<file path="config.mk">
export PLATFORM = sky130hd
export DESIGN_NAME = fetch_unit
export DESIGN_NICKNAME = d
export VERILOG_FILES = /design/src/rtl/fetch_unit.sv
export SDC_FILE = /design/constraint.sdc
export NUM_CORES = 1
export LEC_CHECK = 0
export CAP_MARGIN = 40
export CORE_MARGIN = 2
export CORE_UTILIZATION = 35
export CTS_CLUSTER_SIZE = 10
export DETAILED_ROUTE_END_ITERATION = 16
export PLACE_DENSITY = 0.62
export SYNTH_ARGS = -nofsm -noshare
export SYNTH_HDL_FRONTEND = slang
export SYNTH_SLANG_ARGS = --single-unit
</file>
<file path="constraint.sdc">
create_clock -name clk -period 4.55 [get_ports clk]
set_input_delay 1.365 -clock clk [delete_from_list [all_inputs] [get_ports clk]]
set_output_delay 1.365 -clock clk [all_outputs]
set_load 0.01 [all_outputs]
</file>
<file path="src/rtl/fetch_unit.sv">
// fetch_unit: instruction-fetch initiator for the multicycle RISC-V core.
// Issues word reads to instruction memory (combinational return), buffers the
// fetched words in a QDEPTH-entry queue and presents them to decode.
// Ports:
//   clk, rst_n           clock, async active-low reset
//   en                   run enable
//   mem_addr/mem_re      word index / read enable to instruction memory
//   mem_out              instruction word returned in the same cycle
//   redirect/redirect_pc taken branch and its new byte PC
//   instr/instr_pc       head-of-queue word and its byte PC
//   instr_valid          queue not empty
//   instr_ready          decode accepts head this cycle
//   fault                sticky misaligned-redirect / out-of-range fault
module fetch_unit #(
  parameter logic [31:0] RESET_PC  = 32'h0000_0000,
  parameter int unsigned MEM_WORDS = 256,
  parameter int unsigned QDEPTH    = 2
) (
  input  logic        clk,
  input  logic        rst_n,
  input  logic        en,
  output logic [31:0] mem_addr,
  output logic        mem_re,
  input  logic [31:0] mem_out,
  input  logic        redirect,
  input  logic [31:0] redirect_pc,
  output logic [31:0] instr,
  output logic [31:0] instr_pc,
  output logic        instr_valid,
  input  logic        instr_ready,
  output logic        fault
);

  localparam int unsigned PW = (QDEPTH > 1) ? $clog2(QDEPTH) : 1;
  localparam int unsigned CW = PW + 1;

  typedef enum logic [1:0] {S_IDLE, S_FETCH, S_FAULT} state_t;

  state_t        r_state;
  state_t        w_next_state;

  logic [31:0]   r_fetch_pc;
  logic [31:0]   r_mem_addr;
  logic [31:0]   r_q_instr [QDEPTH];
  logic [31:0]   r_q_pc    [QDEPTH];
  logic [PW-1:0] r_rd_ptr;
  logic [PW-1:0] r_wr_ptr;
  logic [CW-1:0] r_count;
  logic [31:0]   r_hold_instr;
  logic [31:0]   r_hold_pc;
  logic          r_fault;

  logic [31:0]   w_word_pc;
  logic          w_valid;
  logic          w_room;
  logic          w_oor;
  logic          w_try;
  logic          w_issue;
  logic          w_pop;
  logic          w_flush;
  logic          w_misalign;

  assign w_word_pc  = {2'b00, r_fetch_pc[31:2]};
  assign w_valid    = (r_count != '0);
  // A full queue still has room when the head leaves this cycle.
  assign w_room     = (r_count < CW'(QDEPTH)) || instr_ready;
  assign w_oor      = (w_word_pc >= 32'(MEM_WORDS));
  // An issue would occur this cycle, before the range check.
  assign w_try      = (r_state == S_FETCH) && en && !redirect && w_room;
  assign w_misalign = (redirect_pc[1:0] != 2'b00);

  // State register
  always_ff @(posedge clk or negedge rst_n) begin
    if (!rst_n) r_state <= S_IDLE;
    else        r_state <= w_next_state;
  end

  // Next-state logic
  always_comb begin
    w_next_state = r_state;
    case (r_state)
      S_IDLE:  if (en) w_next_state = S_FETCH;
      S_FETCH: begin
        if (redirect) begin
          if (w_misalign) w_next_state = S_FAULT;
        end else if (w_try && w_oor) begin
          w_next_state = S_FAULT;
        end
      end
      S_FAULT: w_next_state = S_FAULT;
      default: w_next_state = S_IDLE;
    endcase
  end

  // Per-state queue/memory controls; redirect outranks push and pop
  always_comb begin
    w_issue = 1'b0;
    w_pop   = 1'b0;
    w_flush = 1'b0;
    case (r_state)
      S_FETCH: begin
        w_flush = redirect;
        w_pop   = w_valid && instr_ready && !redirect;
        w_issue = w_try && !w_oor;
      end
      S_FAULT: w_pop = w_valid && instr_ready;
      default: ;
    endcase
  end

  assign mem_re      = w_issue;
  assign mem_addr    = w_issue ? w_word_pc : r_mem_addr;
  assign instr_valid = w_valid;
  assign instr       = w_valid ? r_q_instr[r_rd_ptr] : r_hold_instr;
  assign instr_pc    = w_valid ? r_q_pc[r_rd_ptr]    : r_hold_pc;
  assign fault       = r_fault;

  // Fetch PC, queue storage and held outputs
  always_ff @(posedge clk or negedge rst_n) begin
    if (!rst_n) begin
      r_fetch_pc   <= RESET_PC;
      r_mem_addr   <= '0;
      r_rd_ptr     <= '0;
      r_wr_ptr     <= '0;
      r_count      <= '0;
      r_hold_instr <= '0;
      r_hold_pc    <= '0;
      r_fault      <= 1'b0;
      for (int i = 0; i < int'(QDEPTH); i++) begin
        r_q_instr[i] <= '0;
        r_q_pc[i]    <= '0;
      end
    end else begin
      r_fault <= (w_next_state == S_FAULT);
      // Remember what was last shown so an empty queue keeps it on the outputs.
      if (w_valid) begin
        r_hold_instr <= r_q_instr[r_rd_ptr];
        r_hold_pc    <= r_q_pc[r_rd_ptr];
      end
      if (w_flush) begin
        r_fetch_pc <= redirect_pc;
        r_rd_ptr   <= '0;
        r_wr_ptr   <= '0;
        r_count    <= '0;
      end else begin
        if (w_issue) begin
          r_q_instr[r_wr_ptr] <= mem_out;
          r_q_pc[r_wr_ptr]    <= r_fetch_pc;
          r_wr_ptr            <= PW'(r_wr_ptr + PW'(1));
          r_fetch_pc          <= r_fetch_pc + 32'd4;
          r_mem_addr          <= w_word_pc;
        end
        if (w_pop) r_rd_ptr <= PW'(r_rd_ptr + PW'(1));
        r_count <= CW'(r_count + CW'(w_issue) - CW'(w_pop));
      end
    end
  end

endmodule

</file>
After elaboration in Yosys (flattened, before gate mapping):

Index checks and enable logic that the tools add are counted.

* output and inout port bits: 99
* bits of input ports: 69
* register bits after elaboration: 263
* logic and storage cells: 74

* bitwise gates (word level): 3
* magnitude comparators: 5
* add/sub/neg operators: 5
* equality and inequality tests: 3
* reductions and logical operators: 17
* muxes and demuxes: 28

Operators with widths (number)
* $mux 32: 12
* $bwmux 64: 2
* $add 32x3->32 const B: 1
* $demux 32 s1: 1
* $ge 30x9->1 const B: 1
* $mux 2: 5
* $logic_and 1x1->1: 8
* $reduce_bool 2->1: 4
* $mux 1: 6
* $pmux 2 s3: 1
* $eq 2x2->1 const B: 2
* $ge 2x2->1 const B: 2
* $not 1->2: 2
* $add 1x1->1 const B: 2
* $add 2x1->2: 1
* $eq 2x1->1 const B: 1
* $logic_not 1->1: 2
* $logic_not 2->1: 1
* $lt 2x1->1 const B: 1
* $lt 2x2->1 const B: 1
* $pmux 1 s2: 1
* $reduce_and 2->1: 1
* $sub 2x1->2: 1
* $logic_or 1x1->1: 1
* $not 1->1: 1

Logic depth before layout (Yosys ltp):

Gate-level depths: netlist (run 1).

* depth in word-level cells: 9
* mapped depth: 10
* depth with buffers taken out: 10

Least setup slack after synthesis (run 1):

No wires, ideal clock.

* kind: in2out
* start point: input redirect
* end point: output mem_addr[6]
* path buffers: 1
* arrival time: 2729 ps
* stages: 5
* required time: 3185 ps
* slack: 456 ps
* cell sequence: nor2b_1 -> nand3_1 -> nor3_4 -> clkbuf_1 -> mux2_2

* longest elaborated chain between the ends: 6

RTL lines
* start, declared: RTL line 25 `input logic redirect,`
* $logic_not 1->1: RTL line 69 `assign w_try = (r_state == S_FETCH) && en && !redirect && w_room;`
* $logic_and 1x1->1 (2 in series): RTL line 69
* $logic_and 1x1->1: RTL line 104 `w_issue = w_try && !w_oor;`
* $mux 1: RTL line 100 `case (r_state)`
* $mux 32
* end, declared: RTL line 22 `output logic [31:0] mem_addr,`

No other way between the ends.

Final worst setup path (run 1):

* start point: input instr_ready
* end point: output mem_addr[5]

* longest elaborated chain between the ends: 5

RTL lines
* start, declared: RTL line 30 `input logic instr_ready,`
* $logic_or 1x1->1: RTL line 66 `assign w_room = (r_count < CW'(QDEPTH)) || instr_ready;`
* $logic_and 1x1->1: RTL line 69
* $logic_and 1x1->1: RTL line 104
* $mux 1: RTL line 100
* $mux 32

No other way between the ends.

==> results of run 1 <==
==> per-layer routing <==
metal	GRT usage	vias up
met5	0	-
met4	0.0362	0
met3	0.0367	37
met2	0.228	140
met1	0.202	3303
li1	-	3249
==> cells in the mapped netlist (all sizes together), types with 3 or more instances <==
cell type and n:
a21oi 65, a32oi 3, and2 47, and3 5, buf 15, clkbuf 35
dfrtp 263, ha 8, inv 11, mux2 104, mux2i 65, nand2 78
nor2 72, nor2b 50, nor3 3, nor4 6, o21ai 7, o31ai 3
xnor2 3
==> critical path, stage by stage <==
cell             delay (ns)
clkdlybuf4s50_1        0.49
nand2b_1               0.13
nand3_2                0.13
nor3_4                 0.17
buf_12                 0.17
mux2_2                 0.34
dlygate4sd2_1          0.29
==> area by class of cell <==
cell class                      instances  area, µm²  share of cell area
Timing Repair Buffer                  196       1980               0.144
Inverter                               11       41.3             0.00302
Tap cell                              390        488              0.0356
Multi-Input combinational cell        539       3780               0.276
Sequential cell                       263       6590               0.481
Clock buffer                           37        818              0.0598
==> flip-flops by register name (all words and copies together), names as in the netlist <==
signal / flops
r_q_instr: 64
r_q_pc: 64
r_fetch_pc: 32
r_hold_instr: 32
r_hold_pc: 32
r_mem_addr: 32
r_count: 2
r_state: 2
fault: 1
r_rd_ptr: 1
r_wr_ptr: 1
==> cell families (layout without fill, tap and decap cells) <==
kind of cell,Yosys count,in the layout,synth area share
fa+ha+maj,8,8,0.00943
compound gates,88,88,0.0461
flops,263,263,0.620
xor+xnor,4,4,0.00330
mux,169,169,0.172
simple gates,270,270,0.125
buf+inv,61,244,0.0246
==> through the flow <==
| step | instance area, µm² | instances | hold WS (ns) | worst slack [ns] | power (mW) |
|---|---|---|---|---|---|
| after floorplan | 10600 | 863 | 0.446 | 0.456 | 4.83 |
| after global placement | 12800 | 1399 | 0.460 | -0.196 | 6.77 |
| after detailed placement | 12800 | 1399 | 0.463 | -0.216 | 6.82 |
| after CTS | 13700 | 1436 | 0.477 | 0.0179 | 8.98 |
| after global routing | 13700 | 1436 | 0.495 | 0.0114 | 9.39 |
| final | 13700 | 1436 | 0.474 | 0.0868 | 8.80 |
==> timing repair <==
| item | in CTS | in global routing |
|---|---|---|
| setup buffers | 0 | 0 |
| pin swaps | 1 | 0 |
| cloned | 0 | 0 |
| endpoints found under the setup margin | 31 | 16 |
| resized for setup | 21 | 16 |
==> power by group <==
group | total (mW) | internal (mW) | switching, mW
Combinational | 3.56 | 1.78 | 1.77
Sequential | 3.16 | 2.86 | 0.300
Clock | 2.08 | 1.23 | 0.854
==> worst paths after layout <==
kind,start,to,slack [ns],cells past startpoint
setup / recovery,instr_ready,mem_addr[5],0.09,7
hold / removal,r_fetch_pc[29],r_fetch_pc[29],0.47,2
setup reg to reg,r_fetch_pc[12],r_q_instr[62],1.90,8
hold reg to reg,r_fetch_pc[29],r_fetch_pc[29],0.47,2
max in group asynchronous,rst_n,r_hold_pc[27],2.73,2
min in group asynchronous,rst_n,r_hold_pc[16],0.91,1
==> out/metrics.csv, run 1 <==
metric;value;unit
status;complete, no violations;
GRT overflow;0;
final period utilization;0.981;
Critical Path Fanout Max;13;
initial antenna violation count;0;
f_max;0.224;GHz
Most used DFF post-synth;dfrtp_1;
Clock Latency Late Sink;0.54;ns
vias in the first global route;6963;
crit path launch type;primary input;
CTS clk-pin slew, worst paths;0.05;ns
Antenna diodes;0;
register area share after synthesis;0.620;
Leak;6.75;nW
shortest period the worst path allows;4.46;ns
final slew viol count;0;
# setup viols final;0;
Area contributors post-synth;dfrtp_1, mux2_2, mux2i_1;
M1 wire length;11.0;mm
Setup crit end kind;primary output;
Boundary Pins;168;
routed wire length;22.9;mm
Post-synth EDFFs;0;
met2 wire length;10.0;mm
pin count of the biggest net entering global routing;118;
Layout area overhead;29.0;%
Slew HR;0.413;
Power Density;643;mW/mm²
clock buffer depth;3;
Synth Register Bits;263;
DR iter-0 viols;296;
Util after Layout;0.461;
Placer Congestion;0.731;
nets;1118;
Synth Net Count;940;
most frequent cells in the layout;dfrtp_1, clkdlybuf4s50_1, nand2_1, mux2_2, nor2_1;
CTS H-Tree Depth;1;
Root Buffer;clkbuf_16;
CTS hold repair buffers;0;
Post-DRT Antenna Nets;0;
Syn Area/Cell;12.3;µm²
worst slew pin tran;0.880;ns
clock sinks;263;
min-delay worst type;register to register;
max_cap viols;0;
Pre-antenna DRT Iters;4;
Top Layer Used;met4;
data arrival time of the worst path;3.10;ns
placement row count;63;
DIE AREA;0.0317;mm²
drt wl/cell;15.9;µm
DR DRC count;0;
Synth top area share;0.620;
CTS Buf Count;30;
post-synth cell types;40;
initial core utilization;0.357;
Core Area;0.0297;mm²
worst vdd ir;0.285;mV
Die Y;178;µm
via-per-instance ratio;4.69;
first-pass GRT wire length;37.0;mm
met3 WL;1.34;mm
RSZ-0062 raised after global routing;no;
Die Width;178;µm
fill count;2718;
Post-Route Setup TNS;0;ns
CTS tree;yes;
All-Layer GR Usage;0.145;
Final HPWL DP;14.7;mm
Async SR Flop Fraction;1.00;
Mapped Cells;863;
Port Buffers;167;
fraction of layout instances using a drive strength above 1;0.138;
CP Class;primary input to primary output;
worst endpoint required time;3.18;ns
largest area contributor in the netlist;dfrtp_1;
leading cell type in the layout, fill and taps excluded;dfrtp_1;
via count;6729;
Hold Fails Final Rpt;0;
skew final;0.0239;ns
Mapped Area;0.0106;mm²
synth warn;0;
Power figures use the tool's default switching activity.
==> run 2: changes to the inputs <==
--- a/config.mk
+++ b/config.mk
@@ -5,8 +5,8 @@
 export SDC_FILE = /design/constraint.sdc
 export NUM_CORES = 1
 export LEC_CHECK = 0
+export ABC_CLOCK_PERIOD_IN_PS = 4550
 export CAP_MARGIN = 40
-export CORE_MARGIN = 2
 export CORE_UTILIZATION = 35
 export CTS_CLUSTER_SIZE = 10
 export DETAILED_ROUTE_END_ITERATION = 16
==> run 2 against run 1 <==
Critical path depth grew 1. Global-route usage grew 0.22 points. Final area grew 0.63%. Register-to-register slack lost 0.40 ns. Critical path type unchanged. Largest cell class unchanged.
==> out/metrics.csv, run 2 (same netlist as run 1, synthesis figures left out) <==
metric;value;unit;change
delay-heaviest family, CP;buffers and inverters;;unchanged
Final Cell Area;0.0138;mm²;was 0.0137 mm²
crit path cell chain;clkdlybuf4s50_1, nor2b_2, nand3_2, nor3_4, buf_12, buf_12, nor2b_1, clkdlybuf4s50_1;;was clkdlybuf4s50_1, nand2b_1, nand3_2, nor3_4, buf_12, mux2_2, dlygate4sd2_1
fraction of layout instances using a drive strength above 1;0.136;;was 0.138
clock sinks;263;;unchanged
Post-DRT Antenna Nets;0;;unchanged
stages on the worst setup path;8;;was 7
Power Density;641;mW/mm²;was 643 mW/mm²
Boundary Pins;168;;unchanged
Die Width;176;µm;was 178 µm
CP Class;primary input to primary output;;unchanged
placement row count;63;;unchanged
crit path launch type;primary input;;unchanged
All-Layer GR Usage;0.148;;was 0.145
Setup crit end kind;primary output;;unchanged
CTS tree;yes;;unchanged
CTS Buf Count;31;;was 30
Placer Congestion;0.745;;was 0.731
Die Y;176;µm;was 178 µm
nets;1115;;was 1118
multi-input logic area;0.00378;mm²;unchanged
via count;6724;;was 6729
hold depth;2;;unchanged
min-delay worst type;register to register;;unchanged
via-per-instance ratio;4.68;;was 4.69
DR iter-0 viols;242;;was 296
Pre-antenna DRT Iters;4;;unchanged
Core Area;0.0297;mm²;unchanged
R2R depth;9;;was 8
GRT overflow;0;;unchanged
f_max;0.224;GHz;about the same
pin count of the biggest net entering global routing;103;;was 118
hold_ws;0.473;ns;was 0.474 ns
routed wire length;22.5;mm;was 22.9 mm
fill count;2718;;unchanged
shortest period the worst path allows;4.47;ns;was 4.46 ns
leading registers by flop count;r_q_instr (64), r_q_pc (64);;unchanged
Root Buffer;clkbuf_16;;unchanged
status;complete, no violations;;unchanged
clock buffer depth;3;;unchanged
final slew viol count;0;;unchanged
# setup viols final;0;;unchanged
worst endpoint required time;3.18;ns;about the same
drt wl/cell;15.7;µm;was 15.9 µm
vias in the first global route;7002;;was 6963
Slowest-stage cell, CP;clkdlybuf4s50_1;;unchanged
Layout area overhead;29.8;%;was 29.0%
skew final;0.0177;ns;was 0.0239 ns
Leak;6.84;nW;was 6.75 nW
worst slew pin tran;0.877;ns;was 0.880 ns
leading cell type in the layout, fill and taps excluded;dfrtp_1;;unchanged
CTS clk-pin slew, worst paths;0.06;ns;was 0.05 ns
Post-Route Setup TNS;0;ns;unchanged
Clock Latency Late Sink;0.55;ns;was 0.54 ns
Antenna diodes;0;;unchanged
Hold Fails Final Rpt;0;;unchanged
data arrival time of the worst path;3.11;ns;was 3.10 ns
CTS H-Tree Depth;1;;unchanged
Total Power;8.84;mW;was 8.80 mW
Port Buffers;167;;unchanged
Buf+Inv Stages, Crit Path;4;;was 3
DIE AREA;0.0310;mm²;was 0.0317 mm²
placed cell area;0.0129;mm²;was 0.0128 mm²
CTS hold repair buffers;0;;unchanged
Final HPWL DP;14.0;mm;was 14.7 mm
max_cap viols;0;;unchanged
worst vdd ir;0.291;mV;was 0.285 mV
initial core utilization;0.357;;unchanged
Slew HR;0.414;;was 0.413
register area;0.00659;mm²;unchanged
final period utilization;0.983;;was 0.981
first-pass GRT wire length;37.0;mm;about the same
DR DRC count;0;;unchanged
most frequent cells in the layout;dfrtp_1, clkdlybuf4s50_1, nand2_1, mux2_2, nor2_1;;unchanged
Critical Path Fanout Max;23;;was 13
CP max stage delay;0.47;ns;was 0.49 ns
initial antenna violation count;0;;unchanged
[run 2: cell types whose count changed in the layout (fill, tap and decap cells not counted), sizes merged]
cell	before	now
clkbuf	37	39
clkinv	0	2
buf	30	26
dlymetal6s2s	15	21
inv	11	12
clkdlybuf4s15	0	3
dlygate4sd2	16	7
[run 2: path summary, 6_finish.rpt]
path	startpoint	endpoint	slack, ns
max in group asynchronous	rst_n	r_q_pc[63]	2.79
min	r_fetch_pc[23]	r_fetch_pc[23]	0.47
max reg2reg	r_fetch_pc[12]	r_q_instr[27]	1.50
min in group asynchronous	rst_n	r_hold_pc[20]	0.88
min reg2reg	r_fetch_pc[23]	r_fetch_pc[23]	0.47
max	redirect	mem_addr[25]	0.08
[run 2: through the flow]
| step | worst slack [ns] | instances | utilization |
|---|---|---|---|
| after floorplan | 0.456 | 863 | - |
| after global placement | -0.193 | 1392 | 0.432 |
| after detailed placement | -0.203 | 1393 | 0.433 |
| after CTS | 0.00469 | 1435 | 0.461 |
| after global routing | -0.000530 | 1437 | 0.464 |
| final | 0.0769 | 1437 | 0.464 |
[run 2: tightest hold or removal path, delay by kind of cell, from the launching register on]
family / cells / cell delay [ns]
DFF: 1 / 0.34
and+or+nand+nor: 2 / 0.10
[run 2: timing repair]
action | in CTS | in global routing
resized for setup | 14 | 26
pin swaps | 1 | 1
setup buffers | 0 | 2
hold endpoints to repair | 0 | 0
setup endpoints to repair | 33 | 23
[run 2: metal layers]
metal	track usage	up-vias	part of all wire
met1	0.207	3282	0.47
li1	-	3242	-
met2	0.227	161	0.44
met5	0	-	0
met4	0.0413	0	0.021
met3	0.0355	39	0.063
[run 2: cell type report]
cell class | count | share of cell area
flip-flops and latches | 263 | 0.478
multi-input cells | 539 | 0.274
repair buffers | 192 | 0.148
clock buffers | 39 | 0.0592
well taps | 390 | 0.0354
inverters | 11 | 0.00300
clock inverters | 3 | 0.00163
[run 2: power by group]
part	internal (mW)	switching (mW)	leakage [nW]
logic	1.79	1.82	2.94
clock network	1.23	0.884	0.410
registers	2.86	0.250	3.49
